`src/rtl/cache_ctrl.sv`:
```
// Miss-handling controller between a CPU load/store port and a 256-line x 4-word cache array.
// Handles write-back of dirty victims, word-by-word refill, replay, and saturating hit/miss counters.
module cache_ctrl #(
   parameter int CNT_W = 16
) (
   input  logic             clk,
   input  logic             rst,
   // CPU port
   input  logic             cpu_req,
   input  logic             cpu_wr,
   input  logic [14:0]      cpu_addr,
   input  logic [15:0]      cpu_wdata,
   output logic [15:0]      cpu_rdata,
   output logic             cpu_done,
   output logic             cpu_busy,
   // cache array control
   output logic             c_enable,
   output logic             c_comp,
   output logic             c_write,
   output logic             c_valid_in,
   output logic [7:0]       c_index,
   output logic [1:0]       c_word,
   output logic [4:0]       c_tag_in,
   output logic [15:0]      c_data_in,
   input  logic             c_hit,
   input  logic             c_dirty,
   input  logic             c_valid,
   input  logic [4:0]       c_tag_out,
   input  logic [15:0]      c_data_out,
   // main memory port
   output logic             mem_req,
   output logic             mem_wr,
   output logic [14:0]      mem_addr,
   output logic [15:0]      mem_wdata,
   input  logic [15:0]      mem_rdata,
   input  logic             mem_ack,
   // statistics / status
   output logic [CNT_W-1:0] hit_count,
   output logic [CNT_W-1:0] miss_count,
   output logic             err
);

   localparam logic [2:0] S_IDLE     = 3'd0;
   localparam logic [2:0] S_COMPARE  = 3'd1;
   localparam logic [2:0] S_WB       = 3'd2;
   localparam logic [2:0] S_FILL_REQ = 3'd3;
   localparam logic [2:0] S_FILL_WR  = 3'd4;

   logic [2:0]       state_q, state_d;
   logic [14:0]      addr_q, addr_d;
   logic             wr_q, wr_d;
   logic [15:0]      wdata_q, wdata_d;
   logic [4:0]       victim_tag_q, victim_tag_d;
   logic [1:0]       word_q, word_d;
   logic [15:0]      fill_buf_q, fill_buf_d;
   logic             replay_q, replay_d;
   logic             cpu_done_q, cpu_done_d;
   logic [15:0]      cpu_rdata_q, cpu_rdata_d;
   logic [CNT_W-1:0] hit_q, hit_d;
   logic [CNT_W-1:0] miss_q, miss_d;
   logic             err_q, err_d;

   logic [4:0] req_tag;
   logic [7:0] req_index;

   assign req_tag   = addr_q[14:10];
   assign req_index = addr_q[9:2];

   always_comb begin
      // NOTE: every combinational output and next-state gets a default here so no path infers a latch.
      state_d      = state_q;
      addr_d       = addr_q;
      wr_d         = wr_q;
      wdata_d      = wdata_q;
      victim_tag_d = victim_tag_q;
      word_d       = word_q;
      fill_buf_d   = fill_buf_q;
      replay_d     = replay_q;
      cpu_done_d   = 1'b0;
      cpu_rdata_d  = cpu_rdata_q;
      hit_d        = hit_q;
      miss_d       = miss_q;
      err_d        = err_q;

      c_enable   = 1'b0;
      c_comp     = 1'b0;
      c_write    = 1'b0;
      c_valid_in = 1'b0;
      c_index    = req_index;
      c_word     = addr_q[1:0];
      c_tag_in   = req_tag;
      c_data_in  = wdata_q;

      mem_req   = 1'b0;
      mem_wr    = 1'b0;
      mem_addr  = '0;
      mem_wdata = '0;

      case (state_q)
         S_IDLE: begin
            if (cpu_req) begin
               addr_d  = cpu_addr;
               wr_d    = cpu_wr;
               wdata_d = cpu_wdata;
               state_d = S_COMPARE;
            end
         end

         S_COMPARE: begin
            c_enable = 1'b1;
            c_comp   = 1'b1;
            c_write  = wr_q;
            if (c_hit && c_valid) begin
               cpu_rdata_d = c_data_out;
               cpu_done_d  = 1'b1;
               replay_d    = 1'b0;
               state_d     = S_IDLE;
               // The replay after a refill completes the original miss; it is not a hit.
               if (!replay_q && (hit_q != '1)) hit_d = hit_q + CNT_W'(1);
            end else if (replay_q) begin
               err_d       = 1'b1;
               cpu_rdata_d = c_data_out;
               cpu_done_d  = 1'b1;
               replay_d    = 1'b0;
               state_d     = S_IDLE;
            end else begin
               victim_tag_d = c_tag_out;
               word_d       = 2'd0;
               if (miss_q != '1) miss_d = miss_q + CNT_W'(1);
               state_d = (c_valid && c_dirty) ? S_WB : S_FILL_REQ;
            end
         end

         S_WB: begin
            c_enable  = 1'b1;
            c_word    = word_q;
            mem_req   = 1'b1;
            mem_wr    = 1'b1;
            mem_addr  = {victim_tag_q, req_index, word_q};
            mem_wdata = c_data_out;
            if (mem_ack) begin
               // word_q wraps 3 -> 0, which is where the refill starts.
               word_d = word_q + 2'd1;
               if (word_q == 2'd3) state_d = S_FILL_REQ;
            end
         end

         S_FILL_REQ: begin
            mem_req  = 1'b1;
            mem_addr = {req_tag, req_index, word_q};
            if (mem_ack) begin
               fill_buf_d = mem_rdata;
               state_d    = S_FILL_WR;
            end
         end

         S_FILL_WR: begin
            c_enable   = 1'b1;
            c_write    = 1'b1;
            c_valid_in = 1'b1;
            c_word     = word_q;
            c_data_in  = fill_buf_q;
            word_d     = word_q + 2'd1;
            if (word_q == 2'd3) begin
               replay_d = 1'b1;
               state_d  = S_COMPARE;
            end else begin
               state_d = S_FILL_REQ;
            end
         end

         default: state_d = S_IDLE;
      endcase
   end

   always_ff @(posedge clk or posedge rst) begin
      if (rst) begin
         state_q      <= S_IDLE;
         addr_q       <= '0;
         wr_q         <= 1'b0;
         wdata_q      <= '0;
         victim_tag_q <= '0;
         word_q       <= '0;
         fill_buf_q   <= '0;
         replay_q     <= 1'b0;
         cpu_done_q   <= 1'b0;
         cpu_rdata_q  <= '0;
         hit_q        <= '0;
         miss_q       <= '0;
         err_q        <= 1'b0;
      end else begin
         // NOTE: non-blocking assignments so every flop samples pre-edge values.
         state_q      <= state_d;
         addr_q       <= addr_d;
         wr_q         <= wr_d;
         wdata_q      <= wdata_d;
         victim_tag_q <= victim_tag_d;
         word_q       <= word_d;
         fill_buf_q   <= fill_buf_d;
         replay_q     <= replay_d;
         cpu_done_q   <= cpu_done_d;
         cpu_rdata_q  <= cpu_rdata_d;
         hit_q        <= hit_d;
         miss_q       <= miss_d;
         err_q        <= err_d;
      end
   end

   assign cpu_busy   = (state_q != S_IDLE);
   assign cpu_done   = cpu_done_q;
   assign cpu_rdata  = cpu_rdata_q;
   assign hit_count  = hit_q;
   assign miss_count = miss_q;
   assign err        = err_q;

endmodule

```
`config.mk`:
```
export PLATFORM = sky130hd
export DESIGN_NAME = cache_ctrl
export DESIGN_NICKNAME = d
export VERILOG_FILES = /design/src/rtl/cache_ctrl.sv
export SDC_FILE = /design/constraint.sdc
export NUM_CORES = 1
export LEC_CHECK = 0
export ABC_AREA = 1
export BUFFER_PORTS_ARGS = -buffer_cell sky130_fd_sc_hd__buf_4
export CAP_MARGIN = 20
export CORE_MARGIN = 5
export CORE_UTILIZATION = 54
export DETAILED_ROUTE_END_ITERATION = 7
export PLACE_DENSITY = 0.85
export REMOVE_ABC_BUFFERS = 1
export SETUP_SLACK_MARGIN = 0.05
export SLEW_MARGIN = 5
export SYNTH_ARGS = -nofsm -noshare
export SYNTH_HDL_FRONTEND = slang
export SYNTH_SLANG_ARGS = --single-unit
```
`constraint.sdc`:
```
create_clock -name clk -period 9.41 [get_ports clk]
set_clock_uncertainty 0.05 [all_clocks]
set_input_delay 0.4705 -clock clk [delete_from_list [all_inputs] [get_ports clk]]
set_output_delay 0.4705 -clock clk [all_outputs]
set_load 0.01 [all_outputs]
```
==> out/results.ini, run 1 <==
[logic_synthesis]
synth_top_area_cell = dfrtp_1
yosys-top-cells-count = 281 x nand2_1, 109 x dfrtp_1, 74 x nor2_1
syn-cell-area_um2 = 5580
synth_edf_count = 0
yosysTopAreaCellShare = 0.489
syn_area_per_cell_um2 = 7.88
ys_ff_latch = 109
ys_seq_area_frac = 0.489
postSynthCellCount = 708
yosysMostFrequentCell = nand2_1
async_reset_ff_frac = 1.00
ys_warn_count = 0
ys.flop_type = dfrtp_1
yosys-top-cells-area = dfrtp_1 49%, nand2_1 19%, nor2_1 5.0%
ys_types = 31

[finish]
fill_cells = 828
drive_above_1_share = 0.293
multiInputGateArea_um2 = 2360
layout.nets = 960
area_delta_synth_final_pct = 28.7
final-seq-area_um2 = 2730
post-route-util = 0.705
antenna_cells = 0

[power_and_ir_drop]
power_density_nw_per_um2 = 276
p_sw_uw = 779
leakagePower_uw = 0.00380
sw_frac_of_total = 0.394
vdd_ir_drop_max_uv = 156
power_frac_seq = 0.393
clkPwrFrac = 0.138
p_int_uw = 1200
p_comb_frac = 0.469

[detailed_routing]
vias = 5022
drt_iter0_markers = 276
avgViaCountPerCell = 4.91
dr.pass1.iters = 4
totalWireLength_um = 13900
wl_per_cell_um = 13.6
antenna_left = 0
drc_errors = 0

[global_route]
met2_usage = 0.366
top_usage_layer = met2
grt_pass1_vias = 4812
grt_overflow = 0
use_met1 = 0.291
antenna_found_initial = 0
grt_util_all_layers = 0.224
grt_util_met3 = 0.0473
grt_max_degree = 63
grt_pass1_wl_um = 23200

[die]
pin_count = 195
die_y_um = 112
die_area_um2 = 12500
core-area_um2 = 10200
start_util = 0.548
die_w_um = 112
num_rows = 37

[placed_design]
hpwlAfterDp_um = 10300
dp_slack_ns = 6.80
port_buffers = 194
gp_congestion = 0.862

[clock_tree]
insertion_delay_ns = 0.36
ctsResizeCount = 0
cts_setup_buffers = 0
cts_hold_buf = 0
clockRootBuffer = clkbuf_8
clock-sinks = 109
path_clk_slew_ns = 0.10
cts.path.max_buffers = 2
h-tree-depth = 3
cts_tree = done
numCtsBuffers = 9

[sta]
fin_setup_tns_ns = 0
fmax_ghz = 0.329
slew_headroom = 0.326
rsz0062_at_grt = no
finalCriticalPeriod_ns = 3.04
layout_setup_ws_ns = 6.37
fin_crit_sh = 0.323
tightest_slew_ns = 1.01
hold-worst-slack_ns = 0.121
slew_viol_final = 0
hold_violations = 0
finalSetupViolations = 0

[critical_path]
cp-startpoint = state_q[0]
worstPathArrival_ns = 2.52
rr_startpoint = state_q[0]
critPathMaxFanout = 22
start_kind = flop
cp-endpoint = c_data_in[12]
worstSetupPathType = reg2out
r2r_end = addr_q[14]
end_kind = primary output
ff2ff_setup_slack_ns = 7.16
reg2reg_depth = 3
cp.required_ns = 8.89

[flow_run]
maxCapViolations = 0

[status]
status = completed

[worst_hold_path]
hp-class = in2async

==> stage by stage <==
step	power, µW	std cells	area [µm²]
global route	2130	1022	7180
floorplan	1260	674	5340
CTS	2000	1022	7180
global placement	1700	1006	6980
detailed placement	1720	1006	6980
finish	1980	1022	7180
==> cell type report <==
| class | instances | area share |
|---|---|---|
| timing repair buffer | 196 | 0.205 |
| clock buffer | 11 | 0.0211 |
| clock inverter | 5 | 0.00575 |
| multi-input combinational | 498 | 0.329 |
| inverter | 67 | 0.0356 |
| sequential | 109 | 0.380 |
| tap | 136 | 0.0237 |
==> registers in the layout (all words and copies together) (netlist names), 2 cells and up <==
| name | cells |
|---|---|
| victim_tag_q | 5 |
| fill_buf_q | 16 |
| cpu_rdata | 16 |
| state_q | 3 |
| miss_count | 16 |
| hit_count | 16 |
| wdata_q | 16 |
| word_q | 2 |
| addr_q | 15 |
==> critical path: stages, from the launching register on <==
cell and delay (ns):
dfrtp_1 0.44, nor2_2 0.23, nand2_1 0.53, inv_1 0.64, nand2_1 0.11, nand2_1 0.09
buf_4 0.12
==> cells by family after synthesis <==
kind of cell | Yosys count | share of synthesized area
mux | 22 | 0.0464
fa+ha+maj | 3 | 0.00673
simple gates | 398 | 0.288
xor+xnor | 12 | 0.0188
compound gates | 63 | 0.0626
buf+inv | 101 | 0.0880
flops | 109 | 0.489
==> layout by cell type (no fill, tap or decap), types with 11 or more instances in the layout <==
cell type | netlist | layout
buf_4 | 16 | 196
o21ai_0 | 34 | 34
inv_1 | 63 | 62
nor2_1 | 74 | 74
nand3_1 | 16 | 16
a21oi_1 | 12 | 12
nand2_1 | 281 | 281
mux2_2 | 19 | 19
clkbuf_8 | 0 | 11
dfrtp_1 | 109 | 109
==> worst min path at each step <==
stage,start,end,slack [ns],cells past startpoint
floorplan,fill_buf_q[0],fill_buf_q[0],0.40,2
global placement,err,err,0.40,1
detailed placement,err,err,0.41,1
CTS,rst,hit_count[1],0.13,2
global route,rst,cpu_rdata[10],0.16,2
finish,rst,hit_count[1],0.12,2
==> routing by layer <==
| metal | vias up | share of wire |
|---|---|---|
| li1 | 2532 | - |
| met1 | 2318 | 0.43 |
| met2 | 145 | 0.48 |
| met3 | 27 | 0.062 |
| met4 | 0 | 0.027 |
| met5 | - | 0 |
==> power groups by stage <==
stage / combinational, µW / sequential, µW / clock [µW]
5_1_grt: 1030 / 802 / 300
3_5_place_dp: 936 / 783 / 0
4_1_cts: 941 / 775 / 280
3_3_place_gp: 919 / 779 / 0
2_1_floorplan: 463 / 798 / 0
6_report: 928 / 777 / 272
Power figures use the tool's default switching activity.
==> inputs of run 2 (changes only) <==
--- a/config.mk
+++ b/config.mk
@@ -5,13 +5,13 @@
 export SDC_FILE = /design/constraint.sdc
 export NUM_CORES = 1
 export LEC_CHECK = 0
-export ABC_AREA = 1
+export ABC_AREA = 0
 export BUFFER_PORTS_ARGS = -buffer_cell sky130_fd_sc_hd__buf_4
 export CAP_MARGIN = 20
 export CORE_MARGIN = 5
-export CORE_UTILIZATION = 54
+export CORE_UTILIZATION = 45
 export DETAILED_ROUTE_END_ITERATION = 7
-export PLACE_DENSITY = 0.85
+export PLACE_DENSITY = 0.77
 export REMOVE_ABC_BUFFERS = 1
 export SETUP_SLACK_MARGIN = 0.05
 export SLEW_MARGIN = 5
==> constraint.sdc (replaced) <==
create_clock -name clk -period 2.7 [get_ports clk]
set_clock_uncertainty 0.05 [all_clocks]
set_input_delay 0.135 -clock clk [delete_from_list [all_inputs] [get_ports clk]]
set_output_delay 0.135 -clock clk [all_outputs]
set_load 0.01 [all_outputs]
==> out/results.ini, run 2 <==
[status]
status = completed

[global_route]
grt_pass1_wl_um = 25600
grt_max_degree = 59
antenna_found_initial = 1
grt_overflow = 0
grt_util_all_layers = 0.227
grt_pass1_vias = 4909

[sta]
finalCriticalPeriod_ns = 2.43
fin_crit_sh = 0.899
slew_viol_final = 0
finalSetupViolations = 0
tightest_slew_ns = 0.752
fin_setup_tns_ns = 0
rsz0062_at_grt = no
slew_headroom = 0.499
hold-worst-slack_ns = 0.102
hold_violations = 0
fmax_ghz = 0.412

[clock_tree]
ctsResizeCount = 0
numCtsBuffers = 9
clockRootBuffer = clkbuf_16
insertion_delay_ns = 0.35
clock-sinks = 109
cts.path.max_buffers = 2
cts_setup_buffers = 0
cts_tree = done
h-tree-depth = 3
path_clk_slew_ns = 0.07
cts_hold_buf = 70

[finish]
drive_above_1_share = 0.458
layout_commonest_cell = buf_4
area_delta_synth_final_pct = 49.4
final_cell_mix = 203 x buf_4, 109 x dfrtp_1, 86 x mux2_2
layout.nets = 766
fin_cells = 836

[critical_path]
cp_top_family = simple AND/OR/NAND/NOR gates
worstSetupPathType = reg2reg
ff2ff_setup_slack_ns = 0.27
cp-startpoint = state_q[1]
crit_slowest_cell = or3_1
r2r_end = hit_count[1]
worstPathArrival_ns = 2.61
reg2reg_depth = 4
cp.required_ns = 2.88
critPathBufInv = 0
max_stage_delay_ns = 0.69
critPathMaxFanout = 15
start_kind = flop
end_kind = flop
cp_cell_sequence = or3b_1 -> or3_1 -> nor2_1 -> mux2_2
rr_startpoint = state_q[1]

[power_and_ir_drop]
power_frac_seq = 0.361
power_uw = 7680
sw_frac_of_total = 0.350
p_comb_frac = 0.454
power_density_nw_per_um2 = 988
p_sw_uw = 2680
leakagePower_uw = 0.00373
p_int_uw = 4990
vdd_ir_drop_max_uv = 668
clkPwrFrac = 0.185

[placed_design]
dp_cells = 748
hpwlAfterDp_um = 10100
gp_congestion = 0.814
port_buffers = 194

[logic_synthesis]
syn_area_per_cell_um2 = 12.0
syn-cell-area_um2 = 5200
ys_warn_count = 0
yosysTopAreaCellShare = 0.524
synth-adder-area-share = 0.00722
ys_types = 42
synth_xor_area_frac = 0.0421
ys_seq_area_frac = 0.524
yosys.area_share.simple = 0.154
synth_top_family_by_area = multiplexers
postSynthCellCount = 434
yosysMostFrequentCell = dfrtp_1
synth_edf_count = 0
async_reset_ff_frac = 1.00
synth_top_area_cell = dfrtp_1
ys.flop_type = dfrtp_1
synthMuxAreaShare = 0.200
synth_compound_area_frac = 0.0279
yosys-top-cells-count = 109 x dfrtp_1, 86 x mux2_2, 33 x nand2_1
ys_ff_latch = 109
yosys-top-cells-area = dfrtp_1 52%, mux2_2 19%, xor2_1 4.0%

[detailed_routing]
avgViaCountPerCell = 5.22
drc_errors = 0
wl_per_cell_um = 18.8
antenna_left = 0
vias = 4366
totalWireLength_um = 15700
dr.pass1.iters = 4
drt_iter0_markers = 257

[worst_hold_path]
worstHoldPathCells = 3
min_to = err
hp-class = in2reg
hp-start = c_hit

[die]
pin_count = 195
num_rows = 39
core-area_um2 = 11400
die_w_um = 118
start_util = 0.458
die_area_um2 = 13800
die_y_um = 118

[flow_run]
maxCapViolations = 0

-- run 2: changes by cell type after synthesis, moves of 22 or more --
cell and change:
mux2_2 +67, inv_1 -54, nor2_1 -56, o21ai_0 -29, nand2_1 -248, xor2_1 +22
and2_1 +26
-- run 2: logic make-up (layout without fill, tap and decap cells) --
kind of cell    after synthesis  count (layout)
compound gates               24              24
xor+xnor                     25              25
fa+ha+maj                     3               3
buf+inv                      43             301
flops                       109             109
mux                          93              93
other cells                   0               1
simple gates                137             137
-- run 2: cell type report --
class	count	area [µm²]
repair buffers	275	2250
multi-input cells	282	2250
inverters	10	40.0
clock inverters	5	83.8
well taps	143	179
fillers	781	3600
clock buffers	11	233
flip-flops and latches	109	2730
diodes	1	2.50
-- run 2: worst max path at each step --
stage                     depth (start not counted)           end  slack [ns]
after detailed placement                          4  hit_count[1]        0.28
after global placement                            4  hit_count[1]        0.35
after floorplan                                   1     addr_q[0]       -0.36
after global routing                              4  hit_count[7]        0.15
final                                             4  hit_count[1]        0.27
after CTS                                         4  hit_count[1]        0.27
-- run 2: metrics by stage --
stage	worst slack, ns	instance area (µm²)	utilization
6_report	0.272	7770	0.684
3_5_place_dp	0.282	6740	0.593
5_1_grt	0.150	7770	0.684
4_1_cts	0.270	7760	0.683
2_1_floorplan	-0.359	5010	-
3_3_place_gp	0.349	6740	0.593
-- run 2: power by group through the flow --
stage	combinational (µW)	clock, µW	sequential, µW
6_report	3490	1420	2770
5_1_grt	3760	1500	2840
4_1_cts	3440	1440	2730
3_5_place_dp	3340	0	2750
3_3_place_gp	3260	0	2700
2_1_floorplan	1610	0	2800
-- run 2: worst reg2reg max path, delay by kind of cell, from the launching register on --
family           cells  cell delay, ns
AND/OR/NAND/NOR      3            1.45
flip-flops           1            0.46
multiplexers         1            0.36
-- run 2: routing by layer --
layer,vias to the layer above,global-route usage,part of all wire
li1,2009,-,-
met1,2138,0.262,0.38
met2,173,0.386,0.51
met3,46,0.0663,0.073
met4,0,0.110,0.037
met5,-,0,0
==> inputs of run 3 (changes only) <==
--- a/config.mk
+++ b/config.mk
@@ -8,10 +8,12 @@
 export ABC_AREA = 0
 export BUFFER_PORTS_ARGS = -buffer_cell sky130_fd_sc_hd__buf_4
 export CAP_MARGIN = 20
+export CELL_PAD_IN_SITES_DETAIL_PLACEMENT = 1
+export CELL_PAD_IN_SITES_GLOBAL_PLACEMENT = 1
 export CORE_MARGIN = 5
-export CORE_UTILIZATION = 45
+export CORE_UTILIZATION = 34
 export DETAILED_ROUTE_END_ITERATION = 7
-export PLACE_DENSITY = 0.77
+export PLACE_DENSITY_LB_ADDON = 0.1
 export REMOVE_ABC_BUFFERS = 1
 export SETUP_SLACK_MARGIN = 0.05
 export SLEW_MARGIN = 5
==> out/results.ini, run 3 (synthesis gave the netlist of run 2 again) <==
[finish]
fin_cells = 881
antenna_cells = 0
drive_above_1_share = 0.462
post-route-util = 0.522
area_delta_synth_final_pct = 51.4
layout_commonest_cell = buf_4
final_cell_mix = 203 x buf_4, 109 x dfrtp_1, 86 x mux2_2
layout.nets = 767

[sta]
tightest_slew_ns = 0.784
slew_headroom = 0.477
slew_viol_final = 0
fin_crit_sh = 0.915
finalSetupViolations = 0
hold_violations = 0
fmax_ghz = 0.405
layout_setup_ws_ns = 0.229
rsz0062_at_grt = no
fin_setup_tns_ns = 0
finalCriticalPeriod_ns = 2.47

[critical_path]
worstSetupPathType = reg2reg
cp_cell_sequence = or3b_1 -> or3_1 -> nor2_1 -> mux2_2
rr_startpoint = state_q[1]
worstPathArrival_ns = 2.66
start_kind = flop
cp_top_family = simple AND/OR/NAND/NOR gates
crit_cells = 4
critPathMaxFanout = 15
cp.required_ns = 2.89
crit_slowest_cell = or3_1
ff2ff_setup_slack_ns = 0.23
r2r_end = hit_count[1]
critPathBufInv = 0
end_kind = flop
cp-endpoint = hit_count[1]
cp-startpoint = state_q[1]
max_stage_delay_ns = 0.70
reg2reg_depth = 4

[global_route]
grt_util_met3 = 0.0461
met2_usage = 0.301
grt_pass1_vias = 4716
grt_pass1_wl_um = 25000
grt_util_all_layers = 0.174
antenna_found_initial = 0
use_met1 = 0.208
grt_overflow = 0
top_usage_layer = met2
grt_max_degree = 61

[power_and_ir_drop]
p_int_uw = 5100
p_comb_frac = 0.449
vdd_ir_drop_max_uv = 417
power_uw = 7700
power_frac_seq = 0.354
p_sw_uw = 2600
power_density_nw_per_um2 = 978
sw_frac_of_total = 0.337
leakagePower_uw = 0.00376
clkPwrFrac = 0.197

[die]
die_area_um2 = 17900
core-area_um2 = 15100
die_w_um = 134
num_rows = 45
pin_count = 195
start_util = 0.345
die_y_um = 134

[flow_run]
maxCapViolations = 0

[detailed_routing]
drt_iter0_markers = 154
dr.pass1.iters = 4
antenna_left = 0
avgViaCountPerCell = 4.82
drc_errors = 0
vias = 4249
totalWireLength_um = 15500
wl_per_cell_um = 17.6

[clock_tree]
ctsResizeCount = 0
numCtsBuffers = 9
clockRootBuffer = clkbuf_16
insertion_delay_ns = 0.35
clock-sinks = 109
cts_tree = done
h-tree-depth = 3
path_clk_slew_ns = 0.07
cts.path.max_buffers = 2
cts_hold_buf = 71
cts_setup_buffers = 0

[placed_design]
gp_congestion = 0.753
hpwlAfterDp_um = 10800
dp_cells = 794
dp_slack_ns = 0.236
port_buffers = 194

[status]
status = completed

[worst_hold_path]
hp-class = in2reg

[run 3: final cells by class]
cell class	instances	area [µm²]
fillers	1599	7210
flip-flops and latches	109	2730
repair buffers	276	2270
multi-input cells	282	2250
clock buffers	13	280
well taps	188	235
clock inverters	3	65.1
inverters	10	40.0
[run 3: worst min path at each step]
stage / startpoint / cells after the start / endpoint / slack, ns
6_report: c_hit / 3 / err / 0.08
5_1_grt: c_hit / 3 / err / 0.08
4_1_cts: c_hit / 3 / err / 0.06
3_5_place_dp: rst / 2 / hit_count[8] / 0.14
3_3_place_gp: rst / 2 / hit_count[8] / 0.13
2_1_floorplan: mem_ack / 1 / state_q[0] / 0.17
[run 3: power by group through the flow]
stage | clock network [µW] | logic (µW) | registers (µW)
3_3_place_gp | 0 | 3340 | 2700
6_report | 1520 | 3450 | 2720
4_1_cts | 1580 | 3520 | 2730
3_5_place_dp | 0 | 3420 | 2760
2_1_floorplan | 0 | 1610 | 2800
5_1_grt | 1650 | 3760 | 2820
[run 3: layer usage]
metal  up-vias  wire length, µm
li1       2007                -
met1      2089             6350
met2       132             7780
met3        21             1030
met4         0              337
met5         -                0
[run 3: metrics by stage]
| stage | hold WS (ns) | area (µm²) |
|---|---|---|
| CTS | 0.0649 | 7880 |
| floorplan | 0.174 | 5010 |
| detailed placement | 0.139 | 6820 |
| global placement | 0.129 | 6820 |
| finish | 0.0815 | 7880 |
| global route | 0.0778 | 7880 |
[run 3: tightest hold or removal path, delay by kind of cell]
family | cells | cell delay (ns)
simple gates | 1 | 0.06
buf+inv | 1 | 0.11
compound gates | 1 | 0.14
